--- config.mk ---
export PLATFORM = sky130hd
export DESIGN_NAME = control_sequencer
export DESIGN_NICKNAME = d
export VERILOG_FILES = /design/src/rtl/control_sequencer_pkg.sv /design/src/rtl/reg_field_decoder.sv /design/src/rtl/control_sequencer.sv
export SDC_FILE = /design/constraint.sdc
export NUM_CORES = 1
export LEC_CHECK = 0
export CORE_UTILIZATION = 37
export DETAILED_ROUTE_END_ITERATION = 8
export PLACE_DENSITY = 0.83
export SLEW_MARGIN = 20
export SYNTH_ARGS = -nofsm -noshare
export SYNTH_HDL_FRONTEND = slang
export SYNTH_SLANG_ARGS = --single-unit
--- constraint.sdc ---
create_clock -name clock -period 6.5 [get_ports clock]
set_input_delay 0.65 -clock clock [delete_from_list [all_inputs] [get_ports clock]]
set_output_delay 0.65 -clock clock [all_outputs]
set_load 0.05 [all_outputs]
--- src/rtl/control_sequencer_pkg.sv ---
// ============================================================================
//  Module : control_sequencer_pkg
//  Brief  : Opcodes, ALU codes, state encoding and opcode classification
//           shared by the hardwired control sequencer.
//  Rev    : 1.0
// ============================================================================
`default_nettype none

package control_sequencer_pkg;

    localparam int NREGS = 16;
    localparam int OPC_W = 5;

    typedef enum logic [3:0] {
        S_IDLE = 4'd0,
        S_T0   = 4'd1,
        S_T1   = 4'd2,
        S_T2   = 4'd3,
        S_T3   = 4'd4,
        S_T4   = 4'd5,
        S_T5   = 4'd6,
        S_T6   = 4'd7,
        S_HALT = 4'd8
    } state_t;

    typedef enum logic [2:0] {
        CLS_ALU3    = 3'd0,
        CLS_MULDIV  = 3'd1,
        CLS_UNARY   = 3'd2,
        CLS_NOP     = 3'd3,
        CLS_HALT    = 3'd4,
        CLS_ILLEGAL = 3'd5
    } op_class_t;

    localparam logic [OPC_W-1:0] OP_ADD  = 5'd0;
    localparam logic [OPC_W-1:0] OP_SUB  = 5'd1;
    localparam logic [OPC_W-1:0] OP_AND  = 5'd2;
    localparam logic [OPC_W-1:0] OP_OR   = 5'd3;
    localparam logic [OPC_W-1:0] OP_SHR  = 5'd4;
    localparam logic [OPC_W-1:0] OP_SHL  = 5'd5;
    localparam logic [OPC_W-1:0] OP_ROR  = 5'd6;
    localparam logic [OPC_W-1:0] OP_ROL  = 5'd7;
    localparam logic [OPC_W-1:0] OP_MUL  = 5'd8;
    localparam logic [OPC_W-1:0] OP_DIV  = 5'd9;
    localparam logic [OPC_W-1:0] OP_NEG  = 5'd10;
    localparam logic [OPC_W-1:0] OP_NOT  = 5'd11;
    localparam logic [OPC_W-1:0] OP_NOP  = 5'd26;
    localparam logic [OPC_W-1:0] OP_HALT = 5'd27;

    localparam logic [3:0] ALU_OR  = 4'd0;
    localparam logic [3:0] ALU_AND = 4'd1;
    localparam logic [3:0] ALU_ADD = 4'd2;
    localparam logic [3:0] ALU_SUB = 4'd3;
    localparam logic [3:0] ALU_SHR = 4'd4;
    localparam logic [3:0] ALU_SHL = 4'd5;
    localparam logic [3:0] ALU_ROR = 4'd6;
    localparam logic [3:0] ALU_ROL = 4'd7;
    localparam logic [3:0] ALU_MUL = 4'd8;
    localparam logic [3:0] ALU_DIV = 4'd9;
    localparam logic [3:0] ALU_NEG = 4'd10;
    localparam logic [3:0] ALU_NOT = 4'd11;

    function automatic op_class_t op_class(input logic [OPC_W-1:0] op);
        case (op)
            OP_ADD, OP_SUB, OP_AND, OP_OR,
            OP_SHR, OP_SHL, OP_ROR, OP_ROL: return CLS_ALU3;
            OP_MUL, OP_DIV:                 return CLS_MULDIV;
            OP_NEG, OP_NOT:                 return CLS_UNARY;
            OP_NOP:                         return CLS_NOP;
            OP_HALT:                        return CLS_HALT;
            default:                        return CLS_ILLEGAL;
        endcase
    endfunction

    // Opcode and ALU numbering differ only for the four logic/arith ops.
    function automatic logic [3:0] alu_code(input logic [OPC_W-1:0] op);
        case (op)
            OP_ADD:  return ALU_ADD;
            OP_SUB:  return ALU_SUB;
            OP_AND:  return ALU_AND;
            OP_OR:   return ALU_OR;
            OP_SHR:  return ALU_SHR;
            OP_SHL:  return ALU_SHL;
            OP_ROR:  return ALU_ROR;
            OP_ROL:  return ALU_ROL;
            OP_MUL:  return ALU_MUL;
            OP_DIV:  return ALU_DIV;
            OP_NEG:  return ALU_NEG;
            OP_NOT:  return ALU_NOT;
            default: return ALU_OR;
        endcase
    endfunction

endpackage

`default_nettype wire

--- src/rtl/reg_field_decoder.sv ---
// ============================================================================
//  Module : reg_field_decoder
//  Brief  : 4-bit register index plus enable to one-hot register strobe.
//  Rev    : 1.0
// ============================================================================
`default_nettype none

module reg_field_decoder
    import control_sequencer_pkg::*;
(
    input  logic [3:0]       idx,
    input  logic             en,
    output logic [NREGS-1:0] onehot
);

    for (genvar i = 0; i < NREGS; i++) begin : g_bit
        assign onehot[i] = en && (idx == 4'(i));
    end

endmodule

`default_nettype wire

--- src/rtl/control_sequencer.sv ---
// ============================================================================
//  Module : control_sequencer
//  Brief  : Hardwired fetch/execute control unit driving all datapath strobes.
//           CTRL_ILLEGAL_HALT_EN: unknown opcodes halt and raise sticky illegal.
//  Rev    : 1.0
// ============================================================================
`default_nettype none

module control_sequencer
    import control_sequencer_pkg::*;
(
    input  logic        clock,
    input  logic        clear,
    input  logic        start,
    input  logic        mem_ready,
    input  logic [31:0] ir,
    output logic        PCout,
    output logic        MARin,
    output logic        IncPC,
    output logic        PCin,
    output logic        Read,
    output logic        MDRin,
    output logic        MDRout,
    output logic        IRin,
    output logic        Yin,
    output logic        Zlowin,
    output logic        Zhighin,
    output logic        Zlowout,
    output logic        Zhighout,
    output logic        HIin,
    output logic        LOin,
    output logic [15:0] Rin,
    output logic [15:0] Rout,
    output logic [3:0]  ALUop,
    output logic        run,
    output logic        illegal
);

    state_t           r_state;
    logic [OPC_W-1:0] w_op;
    logic [3:0]       w_ra;
    logic [3:0]       w_rb;
    logic [3:0]       w_rc;
    logic [14:0]      w_unused_ir;
    op_class_t        w_cls;
    logic [3:0]       w_alu;
    logic             w_rin_en;
    logic             w_rout_en;
    logic [3:0]       w_rin_sel;
    logic [3:0]       w_rout_sel;

    assign w_op        = ir[31:27];
    assign w_ra        = ir[26:23];
    assign w_rb        = ir[22:19];
    assign w_rc        = ir[18:15];
    assign w_unused_ir = ir[14:0];
    assign w_cls       = op_class(w_op);
    assign w_alu       = alu_code(w_op);

    always_ff @(posedge clock) begin
        if (clear) begin
            r_state <= S_IDLE;
        end else begin
            case (r_state)
                S_IDLE: if (start) r_state <= S_T0;
                S_T0:   r_state <= S_T1;
                S_T1:   if (mem_ready) r_state <= S_T2;
                S_T2:   r_state <= S_T3;
                S_T3: begin
                    case (w_cls)
                        CLS_ALU3, CLS_MULDIV, CLS_UNARY: r_state <= S_T4;
                        CLS_HALT:                        r_state <= S_HALT;
`ifdef CTRL_ILLEGAL_HALT_EN
                        CLS_ILLEGAL:                     r_state <= S_HALT;
`endif
                        default:                         r_state <= S_T0;
                    endcase
                end
                S_T4: begin
                    if (w_cls == CLS_ALU3 || w_cls == CLS_MULDIV) r_state <= S_T5;
                    else                                          r_state <= S_T0;
                end
                S_T5: begin
                    if (w_cls == CLS_MULDIV) r_state <= S_T6;
                    else                     r_state <= S_T0;
                end
                S_T6:   r_state <= S_T0;
                S_HALT: r_state <= S_HALT;
                default: r_state <= S_IDLE;
            endcase
        end
    end

`ifdef CTRL_ILLEGAL_HALT_EN
    logic r_illegal;

    always_ff @(posedge clock) begin
        if (clear) begin
            r_illegal <= 1'b0;
        end else if (r_state == S_T3 && w_cls == CLS_ILLEGAL) begin
            r_illegal <= 1'b1;
        end
    end

    assign illegal = r_illegal;
`else
    assign illegal = 1'b0;
`endif

    // Moore decode: state selects the step, IR fields select registers/ALU op.
    always_comb begin
        PCout      = 1'b0;
        MARin      = 1'b0;
        IncPC      = 1'b0;
        PCin       = 1'b0;
        Read       = 1'b0;
        MDRin      = 1'b0;
        MDRout     = 1'b0;
        IRin       = 1'b0;
        Yin        = 1'b0;
        Zlowin     = 1'b0;
        Zhighin    = 1'b0;
        Zlowout    = 1'b0;
        Zhighout   = 1'b0;
        HIin       = 1'b0;
        LOin       = 1'b0;
        ALUop      = ALU_OR;
        w_rin_en   = 1'b0;
        w_rin_sel  = 4'd0;
        w_rout_en  = 1'b0;
        w_rout_sel = 4'd0;
        run        = (r_state != S_IDLE) && (r_state != S_HALT);
        case (r_state)
            S_T0: begin
                PCout  = 1'b1;
                MARin  = 1'b1;
                IncPC  = 1'b1;
                Zlowin = 1'b1;
            end
            S_T1: begin
                Zlowout = 1'b1;
                PCin    = 1'b1;
                Read    = 1'b1;
                MDRin   = 1'b1;
            end
            S_T2: begin
                MDRout = 1'b1;
                IRin   = 1'b1;
            end
            S_T3: begin
                case (w_cls)
                    CLS_ALU3: begin
                        w_rout_en  = 1'b1;
                        w_rout_sel = w_rb;
                        Yin        = 1'b1;
                    end
                    CLS_MULDIV: begin
                        w_rout_en  = 1'b1;
                        w_rout_sel = w_ra;
                        Yin        = 1'b1;
                    end
                    CLS_UNARY: begin
                        w_rout_en  = 1'b1;
                        w_rout_sel = w_rb;
                        ALUop      = w_alu;
                        Zlowin     = 1'b1;
                    end
                    default: ;
                endcase
            end
            S_T4: begin
                case (w_cls)
                    CLS_ALU3: begin
                        w_rout_en  = 1'b1;
                        w_rout_sel = w_rc;
                        ALUop      = w_alu;
                        Zlowin     = 1'b1;
                    end
                    CLS_MULDIV: begin
                        w_rout_en  = 1'b1;
                        w_rout_sel = w_rb;
                        ALUop      = w_alu;
                        Zlowin     = 1'b1;
                        Zhighin    = 1'b1;
                    end
                    CLS_UNARY: begin
                        Zlowout   = 1'b1;
                        w_rin_en  = 1'b1;
                        w_rin_sel = w_ra;
                    end
                    default: ;
                endcase
            end
            S_T5: begin
                case (w_cls)
                    CLS_ALU3: begin
                        Zlowout   = 1'b1;
                        w_rin_en  = 1'b1;
                        w_rin_sel = w_ra;
                    end
                    CLS_MULDIV: begin
                        Zlowout = 1'b1;
                        LOin    = 1'b1;
                    end
                    default: ;
                endcase
            end
            S_T6: begin
                if (w_cls == CLS_MULDIV) begin
                    Zhighout = 1'b1;
                    HIin     = 1'b1;
                end
            end
            default: ;
        endcase
    end

    reg_field_decoder u_rin_dec (
        .idx    (w_rin_sel),
        .en     (w_rin_en),
        .onehot (Rin)
    );

    reg_field_decoder u_rout_dec (
        .idx    (w_rout_sel),
        .en     (w_rout_en),
        .onehot (Rout)
    );

endmodule

`default_nettype wire

# After elaboration in Yosys (flattened, before gate mapping)

Memory sizes are Yosys's and may differ from the RTL's.
Cells that the tools add are included.

Register bits after elaboration: 4
Latch bits: 0
Bits in writable memories: 0
ROM bits: 160
Input bits: 36
Output and inout port bits: 53
Word-level logic and storage cells: 122
Memories: 2

Memory list:

| memory           | words | bits a word | rd ports | clocked after Yosys merged registers in | write ports | line                        | RTL |
|---|---|---|---|---|---|---|---|
| (name not given) | 32    | 3           | 1        | 0                                       | 0           | control_sequencer_pkg.sv:64 | `case (op)` |
| (name not given) | 16    | 4           | 1        | 0                                       | 0           | control_sequencer_pkg.sv:77 | `case (op)` |

$add $sub $neg: 0
Multiply operators: 0
Divide/modulo/power cells: 0
Magnitude comparators: 0
Equal/unequal tests: 44
Shift-type cells: 0
Mux-type cells: 32
Bitwise logic cells: 0
Reduce and logical (&&, ||, !) cells: 43

Operators with widths:

| cell                 | count |
|---|---|
| $eq A4 B4 Y1 const B | 17 |
| $eq A4 B3 Y1 const B | 12 |
| $pmux W4 S2          | 6 |
| $pmux W4 S9          | 1 |
| $logic_and A1 B1 Y1  | 33 |
| $mux W4              | 7 |
| $eq A4 B2 Y1 const B | 6 |
| $eq A4 B1 Y1 const B | 3 |
| $logic_not A4 Y1     | 3 |
| $mux W1              | 12 |
| $mux W3              | 2 |
| $pmux W1 S3          | 2 |
| $ne A2 B2 Y1 const B | 2 |
| $ne A4 B4 Y1 const B | 1 |
| $pmux W1 S2          | 2 |
| $reduce_bool A4 Y1   | 1 |
| $reduce_or A2 Y1     | 2 |
| $eq A3 B1 Y1 const B | 1 |
| $eq A3 B2 Y1 const B | 1 |
| $eq A3 B3 Y1 const B | 1 |
| $logic_not A3 Y1     | 1 |
| $reduce_or A3 Y1     | 1 |
| $reduce_and A2 Y1    | 1 |
| $logic_or A1 B1 Y1   | 1 |

# Logic depth before layout (Yosys ltp)

Gate-level depths: netlist (run 1).
An unclocked memory read counts as a cell.

Depth in word-level cells: 7
Depth in mapped cells: 10
Depth with buffers taken out: 7

# By module

A second synthesis (run 1) with hierarchy kept.

Cell total of the unflattened synthesis: 152
Area, all modules: 1002.2 µm²

Modules (own cells, without submodules):

| module            | times used | cells an instance | area an instance (µm²) | seq. area each (µm²) |
|---|---|---|---|---|
| control_sequencer | 1          | 106               | 767.0                  | 80.1 |
| reg_field_decoder | 2          | 23                | 117.6                  | 0.0 |

# Least setup slack after synthesis (run 1)

No wires, ideal clock.

Path type: input -> output
From: input ir[29]
To: output Rout[0]
Arrival time: 3717 ps
Required time: 5850 ps
Path slack: 2133 ps
Stages on the path: 8
Path buffers: 1
Path through: buf_6 > inv_1 > ha_1 > and2b_1 > o22ai_2 > mux2_4 > a221o_2 > nor4_1

Word-level cells in the longest chain between the ends: 7

Ends and longest elaborated chain:

| what                                                    | line                                               | RTL |
|---|---|---|
| start: declaration                                      | control_sequencer.sv:16                            | `input logic [31:0] ir,` |
| $mem_v2 Z32 W3 *                                        | n/a                                                |  |
| $eq A3 B2 Y1 / $logic_not A3 Y1 (equally long branches) | control_sequencer.sv:151, control_sequencer.sv:172 |  |
| $reduce_or A2 Y1 (no source line)                       | n/a                                                |  |
| $pmux W4 S2                                             | control_sequencer.sv:151                           | `case (w_cls)` |
| $pmux W4 S2                                             | control_sequencer.sv:133                           | `case (r_state)` |
| $logic_not A4 Y1                                        | reg_field_decoder.sv:17                            | `assign onehot[i] = en && (idx == 4'(i));` |
| $logic_and A1 B1 Y1 *                                   | reg_field_decoder.sv:17                            |  |
| end: declaration                                        | control_sequencer.sv:33                            | `output logic [15:0] Rout,` |

Mark *: on every way between the ends. The rest lies on a longest branch, timed or not.

# Worst setup path after layout (run 1)

From: input ir[29]
To: output Rout[10]

Word-level cells in the longest chain between the ends: 7

Ends and longest elaborated chain:

| what                                                    | line |
|---|---|
| $mem_v2 Z32 W3 *                                        | n/a |
| $eq A3 B2 Y1 / $logic_not A3 Y1 (equally long branches) | control_sequencer.sv:151, control_sequencer.sv:172 |
| $reduce_or A2 Y1 (no source line)                       | n/a |
| $pmux W4 S2                                             | control_sequencer.sv:151 |
| $pmux W4 S2                                             | control_sequencer.sv:133 |
| $eq A4 B4 Y1                                            | reg_field_decoder.sv:17 |
| $logic_and A1 B1 Y1 *                                   | reg_field_decoder.sv:17 |

Marked as above.

==> results of run 1 <==
worst max path at each step:
| stage | to | cells after the start | from | slack (ns) |
|---|---|---|---|---|
| after detailed placement | Rout[10] | 9 | ir[29] | 1.58 |
| after floorplan | Rout[0] | 8 | ir[29] | 2.13 |
| after global routing | Rout[10] | 9 | ir[29] | 1.34 |
| after CTS | Rout[10] | 9 | ir[29] | 1.57 |
| after global placement | Rout[10] | 9 | ir[29] | 1.63 |
| final | Rout[10] | 9 | ir[29] | 1.61 |
power groups by stage:
| stage | Combinational (mW) | Sequential, mW | Clock (mW) |
|---|---|---|---|
| after detailed placement | 0.110 | 0.0325 | 0 |
| after floorplan | 0.0866 | 0.0278 | 0 |
| final | 0.110 | 0.0324 | 0.0331 |
| after global placement | 0.110 | 0.0324 | 0 |
| after CTS | 0.111 | 0.0321 | 0.0336 |
| after global routing | 0.118 | 0.0328 | 0.0357 |
cell usage after synthesis (all sizes together), types with 2 or more instances:
library cell,instances,area share [%]
or2,4,2.1
o211ai,7,5.5
buf,16,11
mux2i,4,3.3
and4,5,3.6
nor4,6,4.2
nand2b,7,4.3
nand3,3,1.3
nand2,6,1.9
nor2b,2,1.0
nand4,2,1.0
clkbuf,2,0.63
and4b,3,2.5
o21a,2,1.4
a32oi,2,1.5
a21oi,5,2.1
nor3,15,7.6
o21ai,4,2.3
nor4b,5,5.7
inv,6,1.9
dfxtp,4,6.7
nor2,24,7.5
ha,4,4.2
cells by family after synthesis:
family                   synth area share, %
AO/OA/AOI/OAI                          21.59
XOR/XNOR                              0.7301
adder cells (fa/ha/maj)                4.171
buffers and inverters                  13.24
flip-flops                             6.674
multiplexers                           4.588
other                                 0.3125
AND/OR/NAND/NOR                        48.70
worst min-delay path, stage by stage, from the launching register on:
cell and delay (ns):
dfxtp_1 0.37, nand2_1 0.09, a21oi_1 0.05
area by class of cell:
| cell class | instances | area (sq um) |
|---|---|---|
| Timing Repair Buffer | 72 | 720.7 |
| Inverter | 6 | 22.52 |
| Multi-Input combinational cell | 130 | 960.9 |
| Sequential cell | 4 | 80.08 |
| Tap cell | 44 | 55.05 |
| Clock buffer | 3 | 22.52 |
| Fill cell | 308 | 1191 |
cell usage in the layout, fill, tap and decap left out, types with 2 or more instances in the layout:
cell type and instances:
nand2_1 6, nor4_2 2, o21ai_2 2, inv_1 6, o21ai_0 2, ha_1 4, nor4_1 4, clkbuf_4 3
a32oi_1 2, nor4b_2 4, or2_2 2, nand4_1 2, nand2b_1 6, dfxtp_1 4, nor2_1 24, nor2b_1 2
clkdlybuf4s50_1 72, nor3_1 13, mux2i_1 4, nand3_1 3, and4_1 5, and4b_1 3, o211ai_1 6, a21oi_1 5
stage by stage:
stage	setup WS, ns	utilization, %	instances	area, sq um
2_1_floorplan	2.133	-	158	1200
5_1_grt	1.344	60.98	259	1862
3_5_place_dp	1.581	60.25	256	1839
6_report	1.612	60.98	259	1862
4_1_cts	1.574	60.98	259	1862
3_3_place_gp	1.634	60.25	256	1839
per-layer routing:
metal  vias up  routed length (microns)  share of wire (%)
li1        702                        -                  -
met4         0                       11               0.34
met2        53                     1549                 48
met1       639                     1426                 44
met3         2                      255                7.9
met5         -                        0                  0
==> results.ini, run 1 <==
[layout]
largest_register_ffs=4
num_antenna_cells=0
largest_register=r_state
drive_gt1_share_pct=12.09
areaGrowthSynthToFinish_pct=55.16
fin_nets=257
reg_top3=r_state: 4 flops

[yosys]
syn_area_sq_mm=0.001200
async_flop_share_pct=0
synth_seq_cells=4
synth_cell_type_count=55
synth_edf_count=0
synth.avg_cell_area_sq_um=7.594
syn_inst=158
synth-warning-count=0
syn-num-nets=198
seq_area_frac_synth_pct=6.674
ys.flop_type=dfxtp_1

[drt]
finalWirelength_mm=3.243
drtPass1Iterations=4
postRouteAntennaNets=0
via_per_inst=5.390
wl_per_cell_microns=12.52
drt_iter0_markers=59
vias=1396
drc=0

[global_route]
grt_pass1_wl_mm=5.319
grt_overflow_total=0
grt_pass1_vias=1214
gr-usage-all-layers_pct=19.07
grt_util_met2_pct=32.14
grt-busiest-layer=met2
antenna_found_initial=0
grt_max_degree=17
met1_usage_pct=24.97
met3_usage_pct=4.176

[setup_path]
max_stage_delay_ns=0.87
criticalPathCategory=in2out
r2r_start=r_state[2]
start_kind=input port
crit_arrival_ns=4.24
crit_path_frequent_cell=clkdlybuf4s50_1
crit_path_end_kind=primary output
cp_max_fo=16
worstPathCellList=clkdlybuf4s50_1 > inv_1 > ha_1 > o21a_1 > or2_1 > or2_0 > o211ai_4 > nor4b_1 > clkdlybuf4s50_1
worstPathRequired_ns=5.85
rr_endpoint=r_state[3]
ff2ff_path_depth=4
r2r_setup_slack_ns=5.11
slowest_stage=clkdlybuf4s50_1
critical-path-top-delay-family=buffers and inverters
critPathBufInv=3

[min_path]
min_path_type=reg2reg
hold_path_depth=2
hold_end=r_state[3]
hold_path_startpoint=r_state[3]

[sta]
setup_viol=0
fin_skew_ns=0.002658
rsz0062_at_grt=false
finalSetupTns_ns=0
slew_viol_final=0
max_slew_margin_pct=63.70
whs_ns=0.5613
max_freq_ghz=0.2046
fin_crit_sh_pct=75.20
tightest_slew_ns=0.5388
period_needed_ns=4.888
hold_viol=0

[clock_tree]
cts_made_buffers=3
htree_num_levels=1
tritoncts=built
clock-sinks=4
cts_root_buffer=clkbuf_4
cts_resized=0
clk_pin_slew_ns=0.04
insertion_delay_ns=0.25
postCtsSetupRepairBufs=0
holdBufCountCts=0
clockBufferDepth=2

[floorplan]
dieArea_sq_mm=0.003475
placement_rows=20
die_h_microns=58.95
io_pins=89
start_util_pct=39.30
core_area_sq_mm=0.003053
die_x_microns=58.95

[placement]
hpwl_mm=2.629
numPortBuffers=72
place_congestion=0.8146

[pwr]
p_per_area_mw_per_mm2=94.40
switching_power_uw=86.87
sw_frac_of_total_pct=49.42
clkPwrFrac_pct=18.8
leakage_nw=0.6258
power_uw=175.8
ir_drop_mv=0.05722
p_int_uw=88.89
p_seq_share_pct=18.4
p_comb_share_pct=62.8

[outcome]
status=completed

[flow_run]
cap_violations=0

(Power assumes the default switching activity.)
==> run 2, diff against run 1 <==
CORE_UTILIZATION = 35   (was 37)
PLACE_DENSITY = 0.79   (was 0.83)
clock period = 4.9 ns   (was 6.5 ns; I/O delays follow)
==> run 2 against run 1 <==
Against the previous run:
- worst hold slack improved by 0.016 ns
- setup slack got worse by 1.1 ns
- largest power group unchanged
- clock power increased by 31%
- total power increased by 33%
- largest cell class unchanged
==> results.ini, run 2 (same netlist as run 1, synthesis figures left out) <==
[sta]
hold_viol=0
fin_crit_sh_pct=88.64
fin_skew_ns=0.008124
setup_viol=0
max_slew_margin_pct=62.33
slew_viol_final=0
max_freq_ghz=0.2302
period_needed_ns=4.343
finalSetupTns_ns=0
worst_slack_ns=0.5567
rsz0062_at_grt=false
tightest_slew_ns=0.5592

[drt]
wl_per_cell_microns=13.08
drtPass1Iterations=4
drc=0
drt_iter0_markers=55
postRouteAntennaNets=0
finalWirelength_mm=3.402
via_per_inst=5.412
vias=1407

[layout]
num_antenna_cells=0
utilization_pct=59.29
largest_register=r_state
fin_nets=258
layout.cells.non_filler=260
areaGrowthSynthToFinish_pct=55.79
final_common_cell=clkdlybuf4s50_1
final_area_sq_mm=0.001869
layout_common_cells=clkdlybuf4s50_1 (72), nor2_1 (24), nor3_1 (13)
reg_top3=r_state: 4 flops
largest_register_ffs=4
drive_gt1_share_pct=12.50

[setup_path]
r2r_start=r_state[1]
crit_path_frequent_cell=clkdlybuf4s50_1
slowest_stage=clkdlybuf4s50_1
ff2ff_path_depth=4
max_stage_delay_ns=0.88
criticalPathCategory=in2out
worstPathCellList=clkdlybuf4s50_1 > inv_1 > ha_1 > o21a_1 > or2_1 > or2_0 > o211ai_4 > nor4b_1 > clkdlybuf4s50_1
r2r_setup_slack_ns=3.44
crit_path_end_kind=primary output
start_kind=input port
critical-path-top-delay-family=buffers and inverters
worstPathRequired_ns=4.41
cp_max_fo=16
crit_arrival_ns=3.85
rr_endpoint=r_state[1]
critPathBufInv=3
cp-startpoint=ir[29]

[min_path]
hold_path_depth=2
hold_end=r_state[3]
min_path_type=reg2reg
hold_path_startpoint=r_state[3]

[clock_tree]
cts_root_buffer=clkbuf_4
insertion_delay_ns=0.25
tritoncts=built
clk_pin_slew_ns=0.04
htree_num_levels=1
cts_resized=0
cts_made_buffers=3
postCtsSetupRepairBufs=0
clockBufferDepth=2
clock-sinks=4
holdBufCountCts=0

[pwr]
p_comb_share_pct=63.1
sw_frac_of_total_pct=49.45
leakage_nw=0.6306
p_int_uw=118.4
p_seq_share_pct=18.4
p_per_area_mw_per_mm2=125.3
ir_drop_mv=0.07068
clkPwrFrac_pct=18.5
switching_power_uw=115.9

[global_route]
grt_pass1_wl_mm=5.202
met1_usage_pct=25.06
grt_overflow_total=0
antenna_found_initial=0
grt_max_degree=17
grt-busiest-layer=met2
grt_util_met2_pct=29.36
grt_pass1_vias=1135
gr-usage-all-layers_pct=18.30
met3_usage_pct=2.772

[placement]
dpl_cell_area_sq_mm=0.001847
numPortBuffers=72
place_ws_ns=0.5238
dp_cells=257
hpwl_mm=2.687
place_congestion=0.8204

[floorplan]
dieArea_sq_mm=0.003666
core_area_sq_mm=0.003153
die_h_microns=60.55
placement_rows=20
start_util_pct=38.06
io_pins=89
die_x_microns=60.55

[flow_run]
cap_violations=0

[outcome]
status=completed

-- run 2: metrics by stage --
| step | total power [mW] | hold slack, ns |
|---|---|---|
| after detailed placement | 0.1914 | 0.5472 |
| after CTS | 0.2352 | 0.5577 |
| after floorplan | 0.1517 | 0.4952 |
| after global routing | 0.2471 | 0.6002 |
| after global placement | 0.1891 | 0.5516 |
| final | 0.2343 | 0.5772 |
-- run 2: worst max path at each step --
| stage | end | depth (start not counted) | slack [ns] |
|---|---|---|---|
| finish | Rout[10] | 9 | 0.56 |
| global route | Rout[10] | 9 | 0.26 |
| CTS | Rout[10] | 9 | 0.52 |
| detailed placement | Rout[10] | 9 | 0.52 |
| global placement | Rout[10] | 9 | 0.64 |
| floorplan | Rout[0] | 8 | 0.85 |
-- run 2: layout make-up --
type | instances | area, sq um
Fill cell | 306 | 1284
Multi-Input combinational cell | 130 | 960.9
Timing Repair Buffer | 73 | 728.2
Sequential cell | 4 | 80.08
Tap cell | 44 | 55.05
Clock buffer | 3 | 22.52
Inverter | 6 | 22.52
-- run 2: worst register-to-register path, stage by stage (launching register included) --
cell      delay [ns]
dfxtp_1         0.52
nand2b_1        0.20
nor3_1          0.38
nor2_1          0.14
a21oi_1         0.15
-- run 2: power groups by stage --
stage,Clock [mW],Sequential [mW],Combinational [mW]
final,0.0434,0.0431,0.148
after CTS,0.0441,0.0428,0.148
after floorplan,0,0.0368,0.115
after detailed placement,0,0.0434,0.148
after global placement,0,0.0430,0.146
after global routing,0.0458,0.0435,0.158
-- run 2: routing by layer --
metal	vias to the layer above	part of all wire, %
met4	0	1.1
met1	635	46
met2	63	45
met3	5	7.2
li1	704	-
met5	-	0
==> run 3, diff against run 2 <==
CORE_ASPECT_RATIO = 0.7   (was default)
CORE_MARGIN = 4   (was default)
HOLD_SLACK_MARGIN = 0.06   (was default)
==> run 3 against run 2 <==
Against the previous run:
- via count decreased by 0.36%
- non-clock buffer count increased by 1
- sequential power increased by 0.9%
- largest cell class unchanged
- global-route usage decreased by 2.3 points
- register-to-register slack improved by 0.02 ns
- clock power increased by 62%
- highest routed layer unchanged
==> results.ini, run 3 (same netlist as run 1, synthesis figures left out) <==
[clock_tree]
cts_root_buffer=clkbuf_8
tritoncts=built
holdBufCountCts=0
clk_pin_slew_ns=0.03
cts_made_buffers=3
insertion_delay_ns=0.22
postCtsSetupRepairBufs=0
htree_num_levels=1
clockBufferDepth=2
cts_resized=0
clock-sinks=4

[layout]
layout.cells.non_filler=264
reg_top3=r_state: 4 flops
largest_register_ffs=4
drive_gt1_share_pct=12.90
largest_register=r_state
final_common_cell=clkdlybuf4s50_1
multi_input_area_sq_um=960.9
areaGrowthSynthToFinish_pct=58.29
regArea_sq_um=80.08
n_fill_cell=311
num_antenna_cells=0
final_area_sq_mm=0.001899
fin_nets=259
layout_common_cells=clkdlybuf4s50_1 (72), nor2_1 (24), nor3_1 (13)

[placement]
place_congestion=0.7894
hpwl_mm=3.078
numPortBuffers=72
dp_cells=261
dpl_cell_area_sq_mm=0.001858

[sta]
max_slew_margin_pct=61.55
whs_ns=0.5779
slew_viol_final=0
finalSetupTns_ns=0
setup_viol=0
period_needed_ns=4.310
hold_viol=0
tightest_slew_ns=0.5707
fin_crit_sh_pct=87.95
rsz0062_at_grt=false
max_freq_ghz=0.2320
fin_skew_ns=0.002646

[flow_run]
cap_violations=0

[global_route]
antenna_found_initial=0
grt_pass1_wl_mm=6.085
grt_pass1_vias=1275
grt_max_degree=17
gr-usage-all-layers_pct=16.00
grt_overflow_total=0

[drt]
routedLengthMet1_mm=1.824
via_per_inst=5.311
finalWirelength_mm=3.773
highest-signal-layer=met4
postRouteAntennaNets=0
wl_per_cell_microns=14.29
wl_met3_microns=341
dr_wl_met2_mm=1.600
drtPass1Iterations=4
vias=1402
drt_iter0_markers=36
drc=0

[pwr]
leakage_nw=0.6434
p_comb_share_pct=56.9
clkPwrFrac_pct=26.7
switching_power_uw=120.0
ir_drop_mv=0.1166
sw_frac_of_total_pct=45.44
p_per_area_mw_per_mm2=139.0
p_int_uw=144.1
p_seq_share_pct=16.5

[setup_path]
criticalPathCategory=in2out
crit_path_end_kind=primary output
start_kind=input port
crit_arrival_ns=3.82
cp_max_fo=16
worstPathRequired_ns=4.41

[floorplan]
placement_rows=17
core_area_sq_mm=0.003212
die_h_microns=56.99
dieArea_sq_mm=0.004444
start_util_pct=37.36
io_pins=89
die_x_microns=77.98

[min_path]
min_path_type=reg2reg

[outcome]
status=completed

## run 3: cell count changes in the layout (fill, tap and decap cells not counted)
cell | previous run | this run
clkbuf_8 | 0 | 3
buf_4 | 1 | 2
clkbuf_4 | 3 | 0
## run 3: layout make-up
class / count / share of cell area, %
sequential: 4 / 4.216
inverter: 6 / 1.186
multi-input combinational: 130 / 50.59
timing repair buffer: 74 / 38.74
clock buffer: 3 / 2.174
tap: 47 / 3.096
## run 3: through the flow
step	util, %	power (mW)	setup slack, ns
2_1_floorplan	-	0.1517	0.8528
3_3_place_gp	57.85	0.1913	0.6608
3_5_place_dp	57.85	0.1940	0.5935
4_1_cts	59.14	0.2647	0.5964
5_1_grt	59.14	0.2803	0.4071
6_report	59.14	0.2641	0.5903
## run 3: power groups by stage
stage	Sequential [mW]	Clock (mW)	Combinational [mW]
floorplan	0.0368	0	0.115
global placement	0.0432	0	0.148
detailed placement	0.0437	0	0.150
CTS	0.0433	0.0709	0.151
global route	0.0446	0.0762	0.160
finish	0.0435	0.0704	0.150
## run 3: path summary, 6_finish.rpt
kind / endpoint / cells past startpoint / start / slack, ns
setup / recovery: Rout[10] / 9 / ir[29] / 0.59
hold / removal: r_state[3] / 2 / r_state[3] / 0.58
setup reg to reg: r_state[3] / 4 / r_state[2] / 3.46
hold reg to reg: r_state[3] / 2 / r_state[3] / 0.58
## run 3: layer usage
layer	vias to the layer above	global-route usage, %
met5	-	0
met4	0	1.496
met3	2	4.101
met2	58	25.73
met1	640	22.46
li1	702	-
## run 3: worst max-delay path: stages
cell and delay [ns]:
clkdlybuf4s50_1 0.48, inv_1 0.07, ha_1 0.23, o21a_1 0.21, or2_1 0.25, or2_0 0.43
o211ai_4 0.50, nor4b_1 0.30, clkdlybuf4s50_1 0.87
